--- config.mk ---
export PLATFORM = sky130hd
export DESIGN_NAME = pipe_ctrl
export DESIGN_NICKNAME = d
export VERILOG_FILES = /design/src/rtl/pipe_ctrl.sv
export SDC_FILE = /design/constraint.sdc
export NUM_CORES = 1
export LEC_CHECK = 0
export ABC_AREA = 1
export ABC_CLOCK_PERIOD_IN_PS = 3100
export CAP_MARGIN = 25
export CORE_MARGIN = 2
export CORE_UTILIZATION = 40
export DETAILED_ROUTE_END_ITERATION = 12
export DONT_BUFFER_PORTS = 1
export SETUP_SLACK_MARGIN = 0.3
export SLEW_MARGIN = 20
export SYNTH_ARGS = -nofsm -noshare
export SYNTH_HDL_FRONTEND = slang
export SYNTH_SLANG_ARGS = --single-unit
--- constraint.sdc ---
create_clock -name clk -period 3.1 [get_ports clk]
set_input_delay 0.465 -clock clk [delete_from_list [all_inputs] [get_ports clk]]
set_output_delay 0.465 -clock clk [all_outputs]
set_load 0.01 [all_outputs]
--- src/rtl/pipe_ctrl.sv ---
`default_nettype none
// ============================================================================
// pipe_ctrl : 5-stage pipeline hold/scour sequencer with multi-cycle watchdog
// Revision  : 1.0
// ============================================================================
module pipe_ctrl #(
    parameter int MC_TIMEOUT = 64,
    parameter int CNT_W      = 32
) (
    input  logic             clk,
    input  logic             rst_n,
    input  logic             load_use_i,
    input  logic             jump_flag_i,
    input  logic [31:0]      jump_addr_i,
    input  logic             mc_start_i,
    input  logic             mc_done_i,
    input  logic             mem_stall_i,
    input  logic             perf_clr_i,
    output logic             pc_hold_flag,
    output logic             id_hold_flag,
    output logic             id_scour_flag,
    output logic             ex_hold_flag,
    output logic             ex_scour_flag,
    output logic             mem_hold_flag,
    output logic             mem_scour_flag,
    output logic             jump_flag_o,
    output logic [31:0]      jump_addr_o,
    output logic             mc_timeout_o,
    output logic [CNT_W-1:0] stall_cnt_o
);

    localparam int              WD_W    = (MC_TIMEOUT > 1) ? $clog2(MC_TIMEOUT) : 1;
    localparam logic [WD_W-1:0] WD_LAST = WD_W'(MC_TIMEOUT - 1);
    localparam bit              WD_EN   = (MC_TIMEOUT != 0);
    localparam logic [CNT_W-1:0] CNT_MAX = '1;

    typedef enum logic [1:0] {
        RUN     = 2'd0,
        MC_WAIT = 2'd1,
        MC_DONE = 2'd2
    } state_t;

    state_t          state, state_nx;
    logic [WD_W-1:0] wd_cnt, wd_nx;
    logic            kill;

    always_ff @(posedge clk or negedge rst_n) begin
        if (!rst_n) begin
            state        <= RUN;
            wd_cnt       <= '0;
            mc_timeout_o <= 1'b0;
        end else begin
            state        <= state_nx;
            wd_cnt       <= wd_nx;
            mc_timeout_o <= kill;
        end
    end

    always_comb begin
        state_nx       = state;
        wd_nx          = wd_cnt;
        kill           = 1'b0;
        pc_hold_flag   = 1'b0;
        id_hold_flag   = 1'b0;
        id_scour_flag  = 1'b0;
        ex_hold_flag   = 1'b0;
        ex_scour_flag  = 1'b0;
        mem_hold_flag  = 1'b0;
        mem_scour_flag = 1'b0;
        jump_flag_o    = 1'b0;
        if (!rst_n) begin
            state_nx = RUN;
        end else if (mem_stall_i) begin
            // Full freeze; only a result landing during the stall is remembered.
            pc_hold_flag  = 1'b1;
            id_hold_flag  = 1'b1;
            ex_hold_flag  = 1'b1;
            mem_hold_flag = 1'b1;
            if (state == MC_WAIT && mc_done_i)
                state_nx = MC_DONE;
        end else begin
            case (state)
                RUN: begin
                    if (jump_flag_i) begin
                        jump_flag_o   = 1'b1;
                        id_scour_flag = 1'b1;
                        ex_scour_flag = 1'b1;
                    end else if (mc_start_i && !mc_done_i) begin
                        pc_hold_flag   = 1'b1;
                        id_hold_flag   = 1'b1;
                        ex_hold_flag   = 1'b1;
                        mem_scour_flag = 1'b1;
                        state_nx       = MC_WAIT;
                        wd_nx          = '0;
                    end else if (load_use_i) begin
                        pc_hold_flag  = 1'b1;
                        id_hold_flag  = 1'b1;
                        ex_scour_flag = 1'b1;
                    end
                end
                MC_WAIT: begin
                    if (mc_done_i) begin
                        state_nx = RUN;
                    end else if (WD_EN && wd_cnt == WD_LAST) begin
                        // Watchdog kill: the stuck EX op is flushed instead of held.
                        pc_hold_flag   = 1'b1;
                        id_hold_flag   = 1'b1;
                        ex_scour_flag  = 1'b1;
                        mem_scour_flag = 1'b1;
                        kill           = 1'b1;
                        state_nx       = RUN;
                    end else begin
                        pc_hold_flag   = 1'b1;
                        id_hold_flag   = 1'b1;
                        ex_hold_flag   = 1'b1;
                        mem_scour_flag = 1'b1;
                        wd_nx          = wd_cnt + WD_W'(1);
                    end
                end
                MC_DONE: state_nx = RUN;
                default: state_nx = RUN;
            endcase
        end
    end

    assign jump_addr_o = jump_flag_o ? jump_addr_i : 32'h0;

    always_ff @(posedge clk or negedge rst_n) begin
        if (!rst_n)
            stall_cnt_o <= '0;
        else if (perf_clr_i)
            stall_cnt_o <= '0;
        else if (pc_hold_flag && stall_cnt_o != CNT_MAX)
            stall_cnt_o <= stall_cnt_o + CNT_W'(1);
    end

endmodule
`default_nettype wire

==> results.tsv, run 1 <==
metric	value	unit
ys_ff_latch	41	
comb_power_share	12.3	%
seq_area_frac_synth	32.0	%
cts_buffer_depth	2	
netSwitchingFraction	27.1	%
drtAntennaViolNets	0	
final_nets	579	
syn_to_final_growth	6.41	%
worstSetupPathType	flip-flop to flip-flop	
synth_nets	586	
vias_per_cell	4.98	
end_kind	flip-flop	
p_int	0.000916	W
final_max_slew_viol_count	0	
cts_root_buffer	clkbuf_8	
rsz0062_at_grt	false	
pwr-share-clk	41.4	%
placed_area	3250	µm²
finalCritPeriodShare	78.3	%
finalSetupViolCount	0	
p_switching	0.000341	W
wire_per_inst	13.4	µm
fin_area	3410	µm²
cts_resized	0	
antenna_found_initial	0	
drt_iter0_markers	101	
crit_required	3.28	ns
syn_inst	544	
hold_viol_final	0	
io-pin-count	113	
worstSkewPairLatency	0.29	ns
slew_headroom	38.5	%
die_y	93.5	µm
fin_skew	0.00334	ns
holdWs	0.00408	ns
crit_arrival	2.61	ns
dieArea	8740	µm²
port_buffers	0	
critPathLaunchType	flip-flop	
hpwl	6510	µm
cts_tree	built	
period_minus_slack	2.43	ns
fin_tns_setup	0	ns
place_congestion	0.955	
leakage	1.71	nW
clk_pin_slew	0.08	ns
drive_gt1_share	3.53	%
cap_viol_max_count	0	
grt_pass1_wl	14400	µm
finalPower	0.00126	W
fmax	0.412	GHz
sequentialPowerShare	46.4	%
grt_pass1_vias	2940	
ys_types	25	
syn_area	3200	µm²
cts.sinks	41	
cts_max_level	2	
diodes	0	
dr.pass1.iters	4	
hold_path_class	input pin to asynchronous set/reset pin	
status	completed	
ys.warnings.count	0	
syn_avg_cell_area	5.89	µm²
gr-total-overflow	0	
dieWidth	93.5	µm
grt_max_degree	42	
numCtsBuffers	5	
grtUsageTotal	20.6	%
tightestPinTransition	0.920	ns
rows	32	
ir_worst_vdd	0.000179	V
power_density	369	nW/µm²
wl	8580	µm
drc	0	
coreArea	7730	µm²
start_util	41.5	%
num_vias	3188	
crit_fanout	29	
## state kept, by name, indices dropped and copies added (netlist names)
name,flops
mc_timeout_o,1
stall_cnt_o,32
state,2
wd_cnt,6
## power by group through the flow
stage	combinational, W	clock, W	sequential (W)
global placement	0.000140	0	0.000592
floorplan	0.000130	0	0.000585
CTS	0.000157	0.000534	0.000582
finish	0.000154	0.000520	0.000583
detailed placement	0.000143	0	0.000593
global route	0.000177	0.000562	0.000585
## per-stage QoR
stage                     util, %  worst slack [ns]  std cells
after CTS                    44.1             0.662        640
after floorplan                 -              1.18        544
final                        44.1             0.674        640
after global placement       42.1             0.752        631
after detailed placement     42.1             0.721        631
after global routing         44.1             0.476        640
## placed cells by master, fill, tap and decap left out, drive strengths merged
master  count
xor2        8
mux2i       1
nand2     186
a22oi       1
a21oi       1
and2        1
buf         3
xnor2       9
bufinv      2
nor3b       1
clkinv      2
nand3      57
clkbuf      5
a31oi       1
ha          2
nor2      127
dfrtp      41
inv        74
o21ai      10
nand4       6
## layout make-up
class	count	area (µm²)
fillers	797	4320
repair buffers	3	35.0
multi-input cells	411	1800
clock buffers	5	68.8
flip-flops and latches	41	1030
inverters	75	282
well taps	102	128
clock inverters	3	65.1
## kinds of logic after synthesis
logic type	share of synthesized area, %
DFF	32.0
adders and majority gates	0.781
AOI/OAI and AO/OA	2.15
muxes	0.313
buffers and inverters	11.6
and+or+nand+nor	48.4
xor gates and xnor gates	4.65
## cells in the mapped netlist (all sizes together)
library cell / instances / area, µm²
a21oi: 1 / 5.00
o21ai: 10 / 50.1
a22oi: 1 / 7.51
nand2: 186 / 708
nand3: 57 / 298
nand4: 6 / 37.5
inv: 74 / 278
mux2i: 1 / 10.0
buf: 8 / 57.6
nor3b: 1 / 7.51
xnor2: 9 / 78.8
dfrtp: 41 / 1030
and2: 1 / 6.26
clkbuf: 9 / 33.8
xor2: 8 / 70.1
a31oi: 1 / 6.26
nor2: 127 / 494
ha: 2 / 25.0
clkinv: 1 / 3.75
## path summary, 6_finish.rpt
path / start / endpoint / slack, ns / cells past startpoint
setup / recovery: stall_cnt_o[0]$_DFFE_PN0P_ / stall_cnt_o[19]$_DFFE_PN0P_ / 0.67 / 10
hold reg to reg: wd_cnt[1]$_DFFE_PN0P_ / wd_cnt[1]$_DFFE_PN0P_ / 0.55 / 2
max in group asynchronous: rst_n / stall_cnt_o[11]$_DFFE_PN0P_ / 2.90 / 1
hold / removal: rst_n / stall_cnt_o[0]$_DFFE_PN0P_ / 0.004 / 1
setup reg to reg: stall_cnt_o[0]$_DFFE_PN0P_ / stall_cnt_o[19]$_DFFE_PN0P_ / 0.67 / 10
min in group clk: perf_clr_i / stall_cnt_o[17]$_DFFE_PN0P_ / 0.31 / 3
## critical path, stage by stage (launching register included)
cell	delay, ns
dfrtp_1	0.52
ha_1	0.32
inv_1	0.12
nor2_4	0.22
nand2_2	0.15
nor2_4	0.16
nand2_2	0.12
nand3_4	0.08
nand2_2	0.32
nand2_1	0.21
nand2_1	0.07
## routing by layer
metal	routed length [µm]	GRT usage [%]
met4	121	4.29
met5	0	0
met3	469	3.30
met1	3830	25.9
met2	4160	37.0
## repair_timing
item / in CTS / in global routing
endpoints found under the hold margin: 41 / 0
buffers inserted: 0 / 0
hold buffers: 1 / 0
No activity file was read; power rests on OpenSTA's default activity.
==> inputs of run 2 (changes only) <==
--- a/config.mk
+++ b/config.mk
@@ -6,7 +6,7 @@
 export NUM_CORES = 1
 export LEC_CHECK = 0
 export ABC_AREA = 1
-export ABC_CLOCK_PERIOD_IN_PS = 3100
+export ABC_CLOCK_PERIOD_IN_PS = 2200
 export CAP_MARGIN = 25
 export CORE_MARGIN = 2
 export CORE_UTILIZATION = 40
==> constraint.sdc (replaced) <==
create_clock -name clk -period 2.2 [get_ports clk]
set_input_delay 0.33 -clock clk [delete_from_list [all_inputs] [get_ports clk]]
set_output_delay 0.33 -clock clk [all_outputs]
set_load 0.01 [all_outputs]
==> run 2 against run 1 <==
Sequential power is 39% higher. Routed wire length increased by 13%. Clock skew grew 0.0045 ns. Worst hold slack better by 0.16 ns. Critical path depth is 3 lower. Critical path type is now flip-flop to primary output. Highest routed layer unchanged.
==> results.tsv, run 2 (same netlist as run 1, synthesis figures left out) <==
metric	value	unit
status	completed	
ff2ff_path_depth	9	
r2r_setup_slack	0.44	ns
place_congestion	0.964	
coreArea	7730	µm²
setup.worst_path.end	jump_addr_o[20]	
dieWidth	93.5	µm
tightestPinTransition	0.388	ns
top_regs	stall_cnt_o (32), wd_cnt (6), state (2)	
ir_worst_vdd	0.000217	V
finalSetupViolCount	0	
fin_skew	0.00781	ns
wl	9660	µm
dr.pass1.iters	4	
gr-total-overflow	0	
numCtsBuffers	5	
wire_per_inst	14.2	µm
drc	0	
final_max_slew_viol_count	0	
worstSetupPathType	flip-flop to primary output	
fmax	0.516	GHz
worstReg2RegStart	state[0]$_DFFE_PN0P_	
final_nets	621	
clk_pin_slew	0.09	ns
regMostFlops	stall_cnt_o	
cts.sinks	41	
rows	32	
vias_per_cell	4.97	
fin_tns_setup	0	ns
start_util	41.5	%
cts_buffer_depth	2	
port_buffers	0	
stdcell_count	682	
fillers	796	
power_density	441	nW/µm²
num_vias	3392	
cts_tree	built	
critPathLaunchType	flip-flop	
grt_pass1_vias	3143	
crit_fanout	33	
period_minus_slack	1.94	ns
cap_viol_max_count	0	
crit_required	1.87	ns
leakage	1.92	nW
dieArea	8740	µm²
cts_max_level	2	
startpoint	state[1]$_DFFE_PN0P_	
placed_cells	661	
hold_viol_final	0	
hold_path_class	input pin to flip-flop	
grt_pass1_wl	15400	µm
syn_to_final_growth	19.5	%
final_common_cell	nand2_1	
grt_max_degree	42	
worstReg2RegEnd	stall_cnt_o[1]$_DFFE_PN0P_	
largest_register_ffs	32	
diodes	0	
drive_gt1_share	15.5	%
drtAntennaViolNets	0	
worstSkewPairLatency	0.30	ns
antenna_found_initial	0	
die_y	93.5	µm
drt_iter0_markers	165	
finalCritPeriodShare	88.1	%
io-pin-count	113	
end_kind	primary output	
hpwl	7080	µm
rsz0062_at_grt	true	
crit_arrival	1.61	ns
final_cell_mix	nand2_1, nor2_1, inv_1	
cts_root_buffer	clkbuf_8	
grtUsageTotal	22.2	%
slew_headroom	74.0	%
## run 2: cell types whose count changed in the layout (fill, tap and decap cells not counted), moves of 3 or more
cell,change
dfrtp_2,+5
nor2_2,+15
nor2_1,-16
dfrtp_1,-5
buf_4,+37
nand2_2,+3
nand2_1,-4
## run 2: layer usage
metal | track usage [%] | vias up | share of wire [%]
li1 | - | 1710 | -
met1 | 26.6 | 1523 | 40
met2 | 39.3 | 155 | 50
met3 | 5.16 | 4 | 9.0
met4 | 6.50 | 0 | 0.69
met5 | 0 | - | 0
## run 2: power by group
group / total, W / switching [W] / internal [W] / leakage (nW)
combinational: 0.000314 / 0.000208 / 0.000106 / 1.31
sequential: 0.000811 / 0.0000289 / 0.000782 / 0.559
clock: 0.000561 / 0.000277 / 0.000284 / 0.0542
total: 0.00169 / 0.000514 / 0.00117 / 1.92
## run 2: worst min path at each step
stage	from	end	cells after the start
global placement	rst_n	stall_cnt_o[14]$_DFFE_PN0P_	0
finish	perf_clr_i	stall_cnt_o[14]$_DFFE_PN0P_	3
detailed placement	rst_n	stall_cnt_o[14]$_DFFE_PN0P_	0
CTS	perf_clr_i	stall_cnt_o[17]$_DFFE_PN0P_	3
floorplan	rst_n	mc_timeout_o$_DFF_PN0_	0
global route	perf_clr_i	stall_cnt_o[12]$_DFFE_PN0P_	3
## run 2: worst max-delay path, cell delays in order, from the launching register on
cell and delay, ns:
dfrtp_1 0.43, inv_1 0.11, nand2_2 0.09, nor2_2 0.16, nand2_2 0.10, buf_12 0.17, nor2_2 0.11, buf_4 0.13
## run 2: per-stage QoR
step / total power (W) / setup slack, ns / util, % / cell area (µm²) / hold WS (ns)
after floorplan: 0.00101 / 0.325 / - / 3200 / 0.0344
after global placement: 0.00105 / 0.0753 / 45.0 / 3480 / 0.0359
after detailed placement: 0.00106 / 0.0373 / 45.0 / 3480 / 0.0360
after CTS: 0.00166 / 0.246 / 47.7 / 3690 / 0.165
after global routing: 0.00178 / 0.172 / 49.5 / 3830 / 0.166
final: 0.00169 / 0.261 / 49.5 / 3830 / 0.168
## run 2: area by class of cell
type,count,area (µm²),area share (%)
inverters,75,282,7.35
repair buffers,44,374,9.77
clock buffers,7,96.3,2.52
clock inverters,1,5.00,0.131
well taps,102,128,3.33
flip-flops and latches,41,1030,27.0
multi-input cells,412,1910,49.9
## run 2: timing repair
action | in CTS | in global routing
hold endpoints to repair | 41 | 0
pin swaps | 3 | 8
setup buffers | 4 | 6
resized for setup | 16 | 26
setup endpoints to repair | 48 | 69
cloned | 0 | 1
hold buffers | 2 | 0
